$ cat src/rtl/mux_scan_n.sv
// Registered N-channel multiplexer with manual select, timed auto-scan
// and freeze; out_ch change is flagged by a one-cycle strobe.
module mux_scan_n #(
  parameter  int WIDTH    = 4,
  parameter  int CHANNELS = 4,
  parameter  int DWELL    = 4,
  localparam int SELW     = $clog2(CHANNELS)
) (
  input  logic                      clk,
  input  logic                      reset,
  input  logic                      mode,
  input  logic                      hold,
  input  logic [SELW-1:0]           select,
  input  logic [CHANNELS*WIDTH-1:0] in_bus,
  output logic [WIDTH-1:0]          out_mux,
  output logic [SELW-1:0]           out_ch,
  output logic                      ch_strobe
);

  typedef enum logic [1:0] {
    MANUAL = 2'd0,
    SCAN   = 2'd1,
    FROZEN = 2'd2
  } state_e;

  localparam logic [7:0] DLAST = 8'(DWELL - 1);

  state_e           state_q, state_d;
  logic [7:0]       cnt_q, cnt_d, cnt_base;
  logic [SELW-1:0]  ch_q, ch_d;
  logic [WIDTH-1:0] mux_q, mux_d;
  logic             stb_q, stb_d;

  // Entry from MANUAL always starts a fresh dwell; resume keeps the count.
  assign cnt_base = (state_q == MANUAL) ? 8'd0 : cnt_q;

  always_comb begin
    state_d = state_q;
    cnt_d   = cnt_q;
    ch_d    = ch_q;
    mux_d   = mux_q;
    stb_d   = 1'b0;
    if (hold) begin
      state_d = FROZEN;
    end else begin
      if (!mode) begin
        state_d = MANUAL;
        cnt_d   = 8'd0;
        ch_d    = select;
      end else begin
        state_d = SCAN;
        if (cnt_base == DLAST) begin
          cnt_d = 8'd0;
          ch_d  = ch_q + SELW'(1);
        end else begin
          cnt_d = cnt_base + 8'd1;
          ch_d  = ch_q;
        end
      end
      mux_d = in_bus[int'(ch_d)*WIDTH +: WIDTH];
      stb_d = (ch_d != ch_q);
    end
  end

  always_ff @(posedge clk) begin
    if (reset) begin
      state_q <= MANUAL;
      cnt_q   <= 8'd0;
      ch_q    <= '0;
      mux_q   <= '0;
      stb_q   <= 1'b0;
    end else begin
      state_q <= state_d;
      cnt_q   <= cnt_d;
      ch_q    <= ch_d;
      mux_q   <= mux_d;
      stb_q   <= stb_d;
    end
  end

  assign out_mux   = mux_q;
  assign out_ch    = ch_q;
  assign ch_strobe = stb_q;

endmodule

$ cat config.mk
export PLATFORM = sky130hd
export DESIGN_NAME = mux_scan_n
export DESIGN_NICKNAME = d
export VERILOG_FILES = /design/src/rtl/mux_scan_n.sv
export SDC_FILE = /design/constraint.sdc
export NUM_CORES = 1
export LEC_CHECK = 0
export BUFFER_PORTS_ARGS = -buffer_cell sky130_fd_sc_hd__buf_2
export CORE_UTILIZATION = 50
export DETAILED_ROUTE_END_ITERATION = 6
export PLACE_DENSITY_LB_ADDON = 0.08
export SETUP_SLACK_MARGIN = 0.1
export SLEW_MARGIN = 30
export SYNTH_ARGS = -nofsm -noshare
export SYNTH_HDL_FRONTEND = slang
export SYNTH_SLANG_ARGS = --single-unit
$ cat constraint.sdc
create_clock -name clk -period 2.99 [get_ports clk]
set_input_delay 0.299 -clock clk [delete_from_list [all_inputs] [get_ports clk]]
set_output_delay 0.299 -clock clk [all_outputs]
set_load 0.01 [all_outputs]
==> impl_metrics.yaml <==
pwr:
  power.density_mw_per_mm2: 367
  p_clk_share_pct: 28.0
  power.internal_mw: 0.325
  pwr-share-seq_pct: 53.9
  p_sw_mw: 0.127
  p_sw_share_pct: 28.2
  ir_worst_vdd_mv: 0.254
  power.total_mw: 0.452
  combinationalPowerShare_pct: 18.1
  p_leak_nw: 0.489
synth:
  yosysWarnings: 0
  synth-main-ff-cell: "dfxtp_1"
  synth_cell_types: 39
  synth_cells: 117
  synth_top_area_share_pct: 32.6
  ys_async_sr_fraction_pct: 0
  yosys-top-cells-area: "dfxtp_1, a211oi_1, a22o_1, o31a_2, nand2_1"
  syn-num-nets: 140
  syn_area_mm2: 0.00104
  ys_ff_latch: 17
  syn_area_per_cell_um2: 8.92
  yosys.area.top_type: "dfxtp_1"
  synth_edf_count: 0
  synth-seq-area-share_pct: 32.6
floorplanning:
  std_cell_rows: 16
  die_h_um: 47.7
  start_util_pct: 53.2
  dieArea_mm2: 0.00227
  io_pins: 29
  core_area_mm2: 0.00196
  die_x_um: 47.7
placement:
  gp_congestion: 0.829
  place_inst: 167
  hpwl_mm: 1.80
  portBuffers: 28
clock_network:
  cts_hold_buffers: 0
  cts_resized: 0
  cts_setup_buffers: 0
  clk_latency_ps: 290
  cts_root_buf: "clkbuf_4"
  h-tree-depth: 1
  cts_buffers: 3
  cts_buffer_depth: 2
  clkTransAtPathRegs_ps: 110
  cts_tree: "yes"
  clock_sinks: 17
worst_setup_path:
  critical-path-slowest-cell: "o211ai_1"
  path_class: "register to register"
  worst-path-stages: 8
  worst-path-buf-inv: 0
  start_kind: "register"
  worstPathCellList: "or2_2 -> and2_1 -> ha_1 -> nor4bb_1 -> a21oi_1 -> o211ai_1 -> a211oi_1 -> o32ai_1"
  cp_top_family: "compound AO/OA/AOI/OAI gates"
  critical_path.endpoint_type: "register"
  cp.arrival_ps: 2800
  max_stage_delay_ps: 520
  worstRegToRegCells: 8
  crit_fanout: 9
  cp.required_ps: 3190
finish:
  area_delta_synth_final_pct: 18.0
  layout_commonest_cell: "buf_2"
  postLayoutCoreUtil_pct: 62.8
  mostFrequentLayoutCells: "buf_2, dfxtp_1, nand2_1"
  final_cells: 171
  antenna_cells: 0
  drive_gt1_share_pct: 31.9
  fin_nets: 168
global_route:
  grt-ovfl-total: 0
  grt_first_pass_wirelength_mm: 3.76
  grt_use_met3_pct: 4.53
  met1_usage_pct: 34.7
  use_met2_pct: 33.2
  antenna_found_initial: 0
  grt_max_degree: 11
  grt_pass1_vias: 866
  top_usage_layer: "met1"
  grt_usage_pct: 23.5
drt:
  drt-vias-per-instance: 5.86
  wl_per_cell_um: 14.0
  num_vias: 1002
  drt_iter0_drc: 31
  antenna_left: 0
  drc: 0
  first_pass_iters: 4
  drt_wl_total_mm: 2.39
timing:
  worst_pin_slew_ps: 613
  fin_crit_sh_pct: 87.0
  rsz0062_at_grt: "false"
  holdWs_ps: 283
  finalSetupTns_ps: 0
  fin_skew_ps: 5.10
  setup_viol: 0
  finalMaxSlewViolations: 0
  finalCriticalPeriod_ps: 2600
  hold_viol: 0
  fmax_mhz: 384
  max-slew-margin-rel_pct: 58.9
status:
  status: "finished, final reports clean"
run:
  maxCapViolCount: 0
min_path:
  min_path_cells: 2
  hold_class: "input port to register"
[area by class of cell]
class | instances | area, um^2
well taps | 27 | 33.8
fillers | 193 | 731
clock inverters | 1 | 5.00
repair buffers | 28 | 140
inverters | 2 | 7.51
multi-input cells | 93 | 682
flip-flops and latches | 17 | 340
clock buffers | 3 | 22.5
[final timing paths]
| path | start | endpoint | slack [ps] |
|---|---|---|---|
| max | state_q[1]$_SDFF_PP0_ | out_mux[3]$_SDFFE_PP0N_ | 390 |
| min | reset | out_ch[0]$_SDFFE_PP0N_ | 280 |
| max reg2reg | state_q[1]$_SDFF_PP0_ | out_mux[3]$_SDFFE_PP0N_ | 390 |
| min reg2reg | out_mux[0]$_SDFFE_PP0N_ | out_mux[0]$_SDFFE_PP0N_ | 490 |
[cell usage after synthesis (3+ instances only)]
library cell   n
dfxtp_1       17
nand2_1       10
a211oi_1       8
nor2_1         8
o21ai_0        7
a22o_1         5
clkbuf_1       4
nand2b_1       4
o31a_1         4
o31a_2         4
o32ai_1        4
nand3_1        3
nor2b_1        3
or2_2          3
xnor2_1        3
[power by group through the flow]
stage	Combinational [mW]	Clock (mW)	Sequential, mW
final	0.0818	0.127	0.243
after global routing	0.0893	0.147	0.246
after detailed placement	0.0797	0	0.249
after global placement	0.0783	0	0.249
after CTS	0.0800	0.134	0.243
after floorplan	0.0500	0	0.250
[per-layer routing]
| metal | share of wire, % | wire [um] | vias to the layer above |
|---|---|---|---|
| li1 | - | - | 504 |
| met1 | 49 | 1160 | 465 |
| met2 | 46 | 1090 | 33 |
| met3 | 5.7 | 135 | 0 |
| met4 | 0 | 0 | 0 |
| met5 | 0 | 0 | - |
[through the flow]
| step | worst slack [ps] | instance area, um^2 |
|---|---|---|
| after floorplan | 673 | 1040 |
| after global placement | 475 | 1190 |
| after detailed placement | 404 | 1190 |
| after CTS | 380 | 1220 |
| after global routing | 217 | 1230 |
| final | 387 | 1230 |
[cells by family after synthesis]
| family | share of synthesized area (%) |
|---|---|
| XOR/XNOR | 4.20 |
| buffers and inverters | 2.88 |
| flip-flops | 32.6 |
| AO/OA/AOI/OAI | 33.0 |
| multiplexers | 0.959 |
| adder cells (fa/ha/maj) | 1.20 |
| AND/OR/NAND/NOR | 25.2 |
[flip-flops by register name, indices dropped and copies added (netlist names)]
register / count
cnt_q: 8
out_mux: 4
state_q: 2
ch_strobe: 1
out_ch: 2
Power figures use the tool's default switching activity.
